File: src/rtl/cache_refill_ctrl.sv
// Lookup/refill controller for a direct-mapped cache: checks one request at a time and
// refills a missed 256-byte line from main memory as LINE_BEATS ascending 32-bit beats.
module cache_refill_ctrl #(
    parameter int LINE_BEATS = 64,
    parameter int CNT_W      = 16
) (
    input  logic             clk,
    input  logic             rst,
    input  logic             req_valid,
    input  logic [31:0]      req_addr,
    output logic             req_ready,
    output logic [15:0]      lk_tag,
    output logic [7:0]       lk_index,
    input  logic             hit,
    output logic             mem_rd_req,
    output logic [31:0]      mem_addr,
    input  logic             mem_rd_ack,
    input  logic             mem_rd_valid,
    input  logic [31:0]      mem_rd_data,
    output logic             cache_we,
    output logic [7:0]       cache_index,
    output logic [5:0]       cache_word,
    output logic [31:0]      cache_wdata,
    output logic             tag_we,
    output logic [15:0]      tag_wdata,
    output logic             tag_vwdata,
    output logic             resp_valid,
    output logic             resp_hit,
    input  logic             resp_ready,
    output logic [CNT_W-1:0] hit_cnt,
    output logic [CNT_W-1:0] miss_cnt
);

    typedef enum logic [2:0] {
        IDLE  = 3'd0,
        CHECK = 3'd1,
        MREQ  = 3'd2,
        FILL  = 3'd3,
        TAGWR = 3'd4,
        RESP  = 3'd5
    } state_t;

    localparam logic [5:0] LAST_BEAT = 6'(LINE_BEATS - 1);

    state_t     state;
    logic [5:0] beat;
    logic       fill_wr;

    // The byte offset never matters: the whole line is always fetched.
    logic unused_offset;
    assign unused_offset = ^req_addr[7:0];

    always_ff @(posedge clk) begin
        if (rst) begin
            state    <= IDLE;
            lk_tag   <= '0;
            lk_index <= '0;
            beat     <= '0;
            resp_hit <= 1'b0;
            hit_cnt  <= '0;
            miss_cnt <= '0;
        end else begin
            case (state)
                IDLE: begin
                    if (req_valid) begin
                        lk_tag   <= req_addr[31:16];
                        lk_index <= req_addr[15:8];
                        state    <= CHECK;
                    end
                end
                CHECK: begin
                    if (hit) begin
                        resp_hit <= 1'b1;
                        if (hit_cnt != '1)
                            hit_cnt <= hit_cnt + 1'b1;
                        state <= RESP;
                    end else begin
                        if (miss_cnt != '1)
                            miss_cnt <= miss_cnt + 1'b1;
                        state <= MREQ;
                    end
                end
                MREQ: begin
                    if (mem_rd_ack) begin
                        beat  <= '0;
                        state <= FILL;
                    end
                end
                FILL: begin
                    // Hold the counter on the last beat so it can never wrap.
                    if (mem_rd_valid) begin
                        if (beat == LAST_BEAT)
                            state <= TAGWR;
                        else
                            beat <= beat + 1'b1;
                    end
                end
                TAGWR: begin
                    resp_hit <= 1'b0;
                    state    <= RESP;
                end
                RESP: begin
                    if (resp_ready)
                        state <= IDLE;
                end
                default: state <= IDLE;
            endcase
        end
    end

    assign req_ready  = (state == IDLE);
    assign mem_rd_req = (state == MREQ);
    assign mem_addr   = {lk_tag, lk_index, 8'h00};
    assign resp_valid = (state == RESP);

    assign fill_wr     = (state == FILL) && mem_rd_valid;
    assign cache_we    = fill_wr;
    assign cache_index = lk_index;
    assign cache_word  = beat;
    assign cache_wdata = fill_wr ? mem_rd_data : 32'h0;

    // A miss invalidates the line in CHECK, so an aborted refill can never look like a hit.
    assign tag_we     = ((state == CHECK) && !hit) || (state == TAGWR);
    assign tag_wdata  = lk_tag;
    assign tag_vwdata = (state == TAGWR);

    a_we_exclusive: assert property (@(posedge clk) !(cache_we && tag_we));

    a_resp_hold: assert property (@(posedge clk) disable iff (rst)
        (resp_valid && !resp_ready) |=> (resp_valid && $stable(resp_hit)));

    a_mreq_hold: assert property (@(posedge clk) disable iff (rst)
        (mem_rd_req && !mem_rd_ack) |=> (mem_rd_req && $stable(mem_addr)));

endmodule

File: config.mk
export PLATFORM = sky130hd
export DESIGN_NAME = cache_refill_ctrl
export DESIGN_NICKNAME = d
export VERILOG_FILES = /design/src/rtl/cache_refill_ctrl.sv
export SDC_FILE = /design/constraint.sdc
export NUM_CORES = 1
export LEC_CHECK = 0
export BUFFER_PORTS_ARGS = -buffer_cell sky130_fd_sc_hd__buf_2
export CAP_MARGIN = 0
export CORE_MARGIN = 2
export CORE_UTILIZATION = 40
export DETAILED_ROUTE_END_ITERATION = 8
export PLACE_DENSITY_LB_ADDON = 0.3
export SLEW_MARGIN = 20
export SYNTH_ARGS = -nofsm -noshare
export SYNTH_HDL_FRONTEND = slang
export SYNTH_SLANG_ARGS = --single-unit
export TNS_END_PERCENT = 5
File: constraint.sdc
create_clock -name clk -period 2.3 [get_ports clk]
set_clock_uncertainty 0.2 [all_clocks]
set_input_delay 0.46 -clock clk [delete_from_list [all_inputs] [get_ports clk]]
set_output_delay 0.46 -clock clk [all_outputs]
set_load 0.03 [all_outputs]
== Word level (Yosys, flattened, before mapping) ==
Cells that the tools add are included.

* Register bits after elaboration: 66
* Word-level logic and storage cells: 53

* Add/subtract/negate cells: 3
* Eq/ne operators: 15
* Muxes and demuxes: 14
* Reductions and logical operators: 13
* Bitwise logic cells: 1

{| class="wikitable"
|+ Operators with widths
! cell !! number
|-
| $add 16x1->16 const B || 2
|-
| $mux 32 || 1
|-
| $ne 16x16->1 const B || 2
|-
| $mux 3 || 6
|-
| $mux 6 || 3
|-
| $pmux 3 s6 || 1
|-
| $pmux 6 s2 || 1
|-
| $ne 2x2->1 const B || 5
|-
| $add 6x1->6 const B || 1
|-
| $eq 3x2->1 const B || 2
|-
| $eq 3x3->1 const B || 2
|-
| $eq 6x6->1 const B || 1
|-
| $reduce_and 3->1 || 2
|-
| $reduce_and 5->1 || 1
|-
| $ne 2x1->1 const B || 2
|-
| $reduce_and 2->1 || 2
|-
| $reduce_and 4->1 || 1
|-
| $reduce_bool 2->1 || 2
|-
| $eq 3x1->1 const B || 1
|-
| $logic_not 3->1 || 1
|-
| $logic_and 1x1->1 || 2
|-
| $pmux 1 s2 || 1
|-
| $logic_not 1->1 || 1
|-
| $logic_or 1x1->1 || 1
|-
| 2 further kinds || 2
|}

== Depth between registers and ports, before layout ==
Gate-level depths: netlist of run 1.

* Word-level depth: 4
* Mapped depth: 6

== Worst setup path before layout of run 1 ==
OpenSTA, ideal clock, no wires.

* Path kind: reg-to-output
* Start: register state[0]
* End: output port cache_wdata[22]
* Stages on the path, launching flop included: 5
* Data arrival time: 1.513 ns
* Data required time: 1.640 ns
* Path slack: 0.127 ns
* Cell sequence: dfxtp_1 -> buf_2 -> and4b_1 -> clkbuf_1 -> and2_1

* Cells in the longest elaborated chain, start to end: 3

{| class="wikitable"
|+ Ends and longest elaborated chain
! element !! line !! text
|-
| start, declared || 45 || <nowiki>state_t state;</nowiki>
|-
| start signal, assigned || 55 || <nowiki>state <= IDLE;</nowiki>
|-
| start signal, assigned || 68 || <nowiki>state <= CHECK;</nowiki>
|-
| start signal, assigned || 76 || <nowiki>state <= RESP;</nowiki>
|-
| $eq 3x2->1 || 116 || <nowiki>assign fill_wr = (state == FILL) && mem_rd_valid;</nowiki>
|-
| $logic_and 1x1->1 || 116 ||
|-
| via cache_we || 20 || <nowiki>output logic cache_we,</nowiki>
|-
| $mux 32 || 120 || <nowiki>assign cache_wdata = fill_wr ? mem_rd_data : 32'h0;</nowiki>
|-
| end, declared || 23 || <nowiki>output logic [31:0] cache_wdata,</nowiki>
|}

The timed path passes the listed nets, and every way through them passes these cells.

== Final worst setup path of run 1 ==
* Start: register state[1]
* End: output port tag_we

* Cells in the longest elaborated chain, start to end: 3
* Elaborated cells between the ends (all ways): 4
* Those cells by class: 2 x eq/ne; 2 x reduce/logical

{| class="wikitable"
|+ Ends and longest elaborated chain
! element !! line !! text
|-
| $eq 3x1->1 || 123 || <nowiki>assign tag_we = ((state == CHECK) && !hit) || (state == TAGWR);</nowiki>
|-
| $logic_and 1x1->1 || 123 ||
|-
| $logic_or 1x1->1 * || 123 ||
|-
| end, declared || 24 || <nowiki>output logic tag_we,</nowiki>
|}

Every way passes the cells marked *; elsewhere a longest branch is shown, timed or not.

==> results.sh, run 1 <==
export IMPL_fp_dieH_um=102
export IMPL_place_congestion=0.840
export IMPL_required_ns=1.64
export IMPL_rows=35
export IMPL_antenna_left=0
export IMPL_ios=228
export IMPL_synth_top_flop_cell="dfxtp_1"
export IMPL_crit_path_end_kind="output port"
export IMPL_maxSlewViolCount=0
export IMPL_critPathKind="register to output port"
export IMPL_dieArea_um2=10400
export IMPL_rr_endpoint="state[0]"
export IMPL_p_total_mw=4.12
export IMPL_via_count=3991
export IMPL_fmax_mhz=446
export IMPL_layout_commonest_cell="buf_2"
export IMPL_clockBufferDepth=2
export IMPL_die_width_um=102
export IMPL_antenna_found_initial=0
export IMPL_slew_headroom_pct=56.8
export IMPL_numPortBuffers=211
export IMPL_worst_slack_ns=0.0591
export IMPL_leakagePower_nw=2.45
export IMPL_route_detailed_drc=0
export IMPL_diodes=0
export IMPL_worstHoldStart="req_addr[11]"
export IMPL_reg2reg_depth=5
export IMPL_synth_edf_count=0
export IMPL_ctsHoldBuffers=0
export IMPL_insertion_delay_ns=0.34
export IMPL_min_to="cache_index[3]"
export IMPL_root_buffer="clkbuf_8"
export IMPL_dpl_cell_area_um2=4700
export IMPL_cp_max_fo=11
export IMPL_coreArea_um2=9240
export IMPL_hold_depth=3
export IMPL_async_flop_share_pct=0
export IMPL_use_met3_pct=4.28
export IMPL_grt_pass1_vias=3403
export IMPL_utilization_pct=53.3
export IMPL_tritoncts="built"
export IMPL_dp_cells=765
export IMPL_fin_crit_ns=2.24
export IMPL_fin_tns_setup_ns=0
export IMPL_overflow=0
export IMPL_hp_class="primary input to register"
export IMPL_wire_per_inst_um=13.1
export IMPL_setup_viol=0
export IMPL_cap_violations=0
export IMPL_post_dp_hpwl_um=7620
export IMPL_crit_arrival_ns=1.58
export IMPL_initial_core_util_pct=41.4
export IMPL_rsz0062_at_grt="yes"
export IMPL_yosys_warnings=0
export IMPL_h_tree_depth=3
export IMPL_reg2reg_from="cache_word[0]"
export IMPL_ir_worst_vdd_mv=0.453
export IMPL_synthDistinctLibCells=57
export IMPL_yosysSeqAreaShare_pct=34.6
export IMPL_grt_max_degree=40
export IMPL_finalCritPeriodShare_pct=97.4
export IMPL_grt_busiest_layer="met2"
export IMPL_n_fill_cell=893
export IMPL_drt_iter0_drc=109
export IMPL_crit_path_start_kind="register"
export IMPL_fin_nets=721
export IMPL_dr_pass1_iters=4
export IMPL_synthCells=479
export IMPL_postLayoutCellArea_um2=4920
export IMPL_cts_made_buffers=9
export IMPL_grt_pass1_wl_um=15400
export IMPL_power_density_nw_per_um2=836
export IMPL_final_cell_mix="205 x buf_2, 69 x nand2_1, 63 x dfxtp_1"
export IMPL_grt_use_total_pct=18.3
export IMPL_timing_hold_ws_ns=0.154
export IMPL_wirelength_um=10200
export IMPL_ys_ff_latch=66
export IMPL_stdcell_count=780
export IMPL_layout_drive_gt1_share_pct=40.1
export IMPL_globalRouteMet1Util_pct=22.8
export IMPL_dp_slack_ns=0.220
export IMPL_via_per_inst=5.12
export IMPL_numClockSinks=66
export IMPL_syn_area_per_cell_um2=7.98
export IMPL_area_delta_synth_final_pct=28.8
export IMPL_use_met2_pct=31.4
export IMPL_worst_slew_pin_slew_ns=0.647
export IMPL_hold_viol=0
export IMPL_syn_area_um2=3820
export IMPL_cts_reportedPaths_clkPinSlew_ns=0.07
export IMPL_status="complete, no violations"
export IMPL_r2r_setup_slack_ns=0.34
## worst max path at each step
stage	slack, ns	startpoint	endpoint	cells after the start
after global routing	-0.007	state[0]	req_ready	3
after global placement	0.21	hit	tag_we	4
final	0.06	state[1]	tag_we	3
after floorplan	0.13	state[0]	cache_wdata[22]	4
after detailed placement	0.22	hit	tag_we	4
after CTS	0.01	state[0]	cache_wdata[23]	4
## Yosys cell counts, types with 6 or more instances
library cell / n / area share [%]
a211oi_1: 9 / 1.8
a21oi_1: 49 / 6.4
and2_1: 37 / 6.1
and3_1: 10 / 1.6
buf_4: 59 / 12
clkbuf_1: 18 / 1.8
dfxtp_1: 66 / 35
inv_1: 6 / 0.59
nand2_1: 69 / 6.8
nand3_1: 17 / 2.2
nand4_1: 7 / 1.1
nor2_1: 19 / 1.9
nor2b_1: 7 / 1.1
nor3_1: 12 / 1.6
o21ai_0: 9 / 1.2
o31ai_1: 7 / 1.4
or4_1: 7 / 1.4
## where the power goes
part,internal [mW],switching [mW],total (mW)
logic,0.520,1.18,1.70
registers,1.27,0.136,1.41
clock network,0.583,0.425,1.01
total,2.37,1.74,4.12
## registers in the layout (all words and copies together) (netlist names)
signal and count:
hit_cnt 16, lk_tag 16, miss_cnt 16, cache_index 8, cache_word 6, state 3, resp_hit 1
## layer usage
metal / vias to the layer above / part of all wire (%)
met5: - / 0
met4: 0 / 0.41
met3: 2 / 7.6
met1: 1821 / 43
met2: 188 / 49
li1: 1980 / -
## logic make-up after synthesis
| logic type | after synthesis | share of synthesized area, % |
|---|---|---|
| flops | 66 | 34.6 |
| other cells | 1 | 0.0981 |
| fa+ha+maj | 3 | 0.982 |
| buf+inv | 87 | 14.5 |
| compound gates | 105 | 17.6 |
| simple gates | 211 | 30.6 |
| mux | 6 | 1.70 |
## area by class of cell
cell class              instances  area [µm²]  area share [%]
multi-input cells             333        1970            40.1
flip-flops and latches         66        1330            27.0
repair buffers                231        1230            25.1
clock buffers                  13         169            3.43
well taps                     129         161            3.28
clock inverters                 2        35.0           0.712
inverters                       6        22.5           0.457
## worst max-delay path, cell delays in order, from the launching register on
cell,delay [ns]
dfxtp_4,0.38
or4b_1,0.57
o21ai_1,0.12
buf_4,0.18
## repair_timing
item,4_1_cts,5_1_grt
gates resized for setup,2,9
endpoints found under the setup margin,33,34
buffers inserted,0,0
Note: power is estimated with default switching activity, not from simulation.
==> inputs of run 2 (changes only) <==
CELL_PAD_IN_SITES_DETAIL_PLACEMENT = 2   (was unset)
CELL_PAD_IN_SITES_GLOBAL_PLACEMENT = 2   (was unset)
CORE_UTILIZATION = 23   (was 40)
==> run 2 against run 1 <==
Critical path depth is the same. Power rose by 15%. Wire length grew 34%. Combinational power increased by 6%. Non-clock buffer count up 11. Via count grew 3.6%. Register-to-register slack got worse by 0.11 ns. Die area is 71% higher. Sequential share of layout area decreased by 1.9 points. Sequential power about the same.
==> results.sh, run 2 (synthesized netlist as in run 1, its figures left out) <==
export IMPL_status="complete, no violations"
export IMPL_grt_pass1_wl_um=21900
export IMPL_hold_viol=0
export IMPL_fmax_mhz=440
export IMPL_required_ns=1.64
export IMPL_power_density_nw_per_um2=891
export IMPL_numClockSinks=66
export IMPL_clockBufferDepth=2
export IMPL_crit_arrival_ns=1.61
export IMPL_insertion_delay_ns=0.33
export IMPL_h_tree_depth=3
export IMPL_overflow=0
export IMPL_dp_cells=864
export IMPL_diodes=0
export IMPL_reg_top3="hit_cnt x16, lk_tag x16, miss_cnt x16"
export IMPL_utilization_pct=32.3
export IMPL_setup_viol=0
export IMPL_cp_num_cells=3
export IMPL_cts_made_buffers=9
export IMPL_cp_max_fo=13
export IMPL_fin_crit_ns=2.27
export IMPL_dieArea_um2=17700
export IMPL_coreArea_um2=16400
export IMPL_route_detailed_drc=0
export IMPL_place_congestion=0.745
export IMPL_antenna_found_initial=0
export IMPL_reg2reg_depth=5
export IMPL_dr_pass1_iters=4
export IMPL_crit_path_end_kind="output port"
export IMPL_final_cell_mix="189 x buf_2, 69 x nand2_1, 63 x dfxtp_1"
export IMPL_ir_worst_vdd_mv=0.466
export IMPL_area_delta_synth_final_pct=38.4
export IMPL_critical_path_buf_inv_count=1
export IMPL_fin_nets=732
export IMPL_p_total_mw=4.71
export IMPL_tritoncts="built"
export IMPL_numPortBuffers=211
export IMPL_grt_max_degree=25
export IMPL_fp_dieH_um=133
export IMPL_die_width_um=133
export IMPL_drt_iter0_drc=101
export IMPL_grt_pass1_vias=4370
export IMPL_hold_depth=3
export IMPL_layout_commonest_cell="buf_2"
export IMPL_fin_tns_setup_ns=0
export IMPL_leakagePower_nw=2.55
export IMPL_hp_class="primary input to register"
export IMPL_crit_path_start_kind="register"
export IMPL_critPathKind="register to output port"
export IMPL_root_buffer="clkbuf_16"
export IMPL_rows=47
export IMPL_cap_violations=0
export IMPL_slowest_delay_ns=0.59
export IMPL_wirelength_um=13800
export IMPL_via_per_inst=4.68
export IMPL_via_count=4133
export IMPL_slew_headroom_pct=67.3
export IMPL_maxSlewViolCount=0
export IMPL_finalCritPeriodShare_pct=98.8
export IMPL_path_delay_family="simple AND/OR/NAND/NOR gates"
export IMPL_antenna_left=0
export IMPL_layout_drive_gt1_share_pct=41.0
export IMPL_worst_slew_pin_slew_ns=0.486
export IMPL_grt_use_total_pct=15.2
export IMPL_n_fill_cell=1892
export IMPL_path_cells="or4b_1 -> o21ai_0 -> buf_4"
export IMPL_rsz0062_at_grt="yes"
export IMPL_critPathSlowestCell="or4b_1"
export IMPL_post_dp_hpwl_um=10700
export IMPL_wire_per_inst_um=15.6
export IMPL_initial_core_util_pct=23.3
export IMPL_ios=228
export IMPL_stdcell_count=883
export IMPL_cts_reportedPaths_clkPinSlew_ns=0.06
run 2: layout make-up:
class	instances	area, µm²	share of cell area [%]
repair buffers	242	1370	25.9
multi-input cells	333	1980	37.4
clock inverters	2	60.1	1.14
inverters	6	22.5	0.426
clock buffers	14	254	4.80
flip-flops and latches	66	1330	25.1
well taps	220	275	5.20
run 2: through the flow:
stage               instance area (µm²)  worst slack [ns]  hold WS, ns
floorplan                          3850             0.127        0.396
global placement                   4870             0.173        0.264
detailed placement                 4870             0.162        0.282
CTS                                5250          -0.00406        0.151
global route                       5290           -0.0664        0.166
finish                             5290            0.0268        0.167
run 2: worst min-delay path: cells and delay by family:
| family | cells | cell delay [ns] |
|---|---|---|
| compound gates | 1 | 0.05 |
| simple gates | 1 | 0.05 |
| buf+inv | 1 | 0.10 |
run 2: path summary, 6_finish.rpt:
path                        from              to  slack (ns)
setup / recovery        state[1]          tag_we        0.03
hold / removal      req_addr[13]  cache_index[5]        0.17
setup reg to reg   cache_word[0]   cache_word[5]        0.23
hold reg to reg   cache_index[1]  cache_index[1]        0.28
run 2: timing repair:
| item | in CTS | in global routing |
|---|---|---|
| gates cloned | 0 | 1 |
| pin swaps | 1 | 1 |
| endpoints found under the setup margin | 35 | 34 |
| hold buffers | 0 | 0 |
| buffers inserted | 0 | 2 |
| endpoints found under the hold margin | 0 | 0 |
| resized for setup | 25 | 10 |
run 2: report_power, final:
group	leakage [nW]	internal [mW]	switching, mW
combinational	1.86	0.584	1.22
sequential	0.537	1.27	0.155
clock	0.151	0.981	0.500
run 2: metal layers:
layer  global-route usage (%)  share of wire, %  vias up
met5                        0                 0        -
met2                     27.4                51      134
li1                         -                 -     2003
met1                     17.3                42     1987
met4                     5.56               1.2        0
met3                     3.87               6.3        9
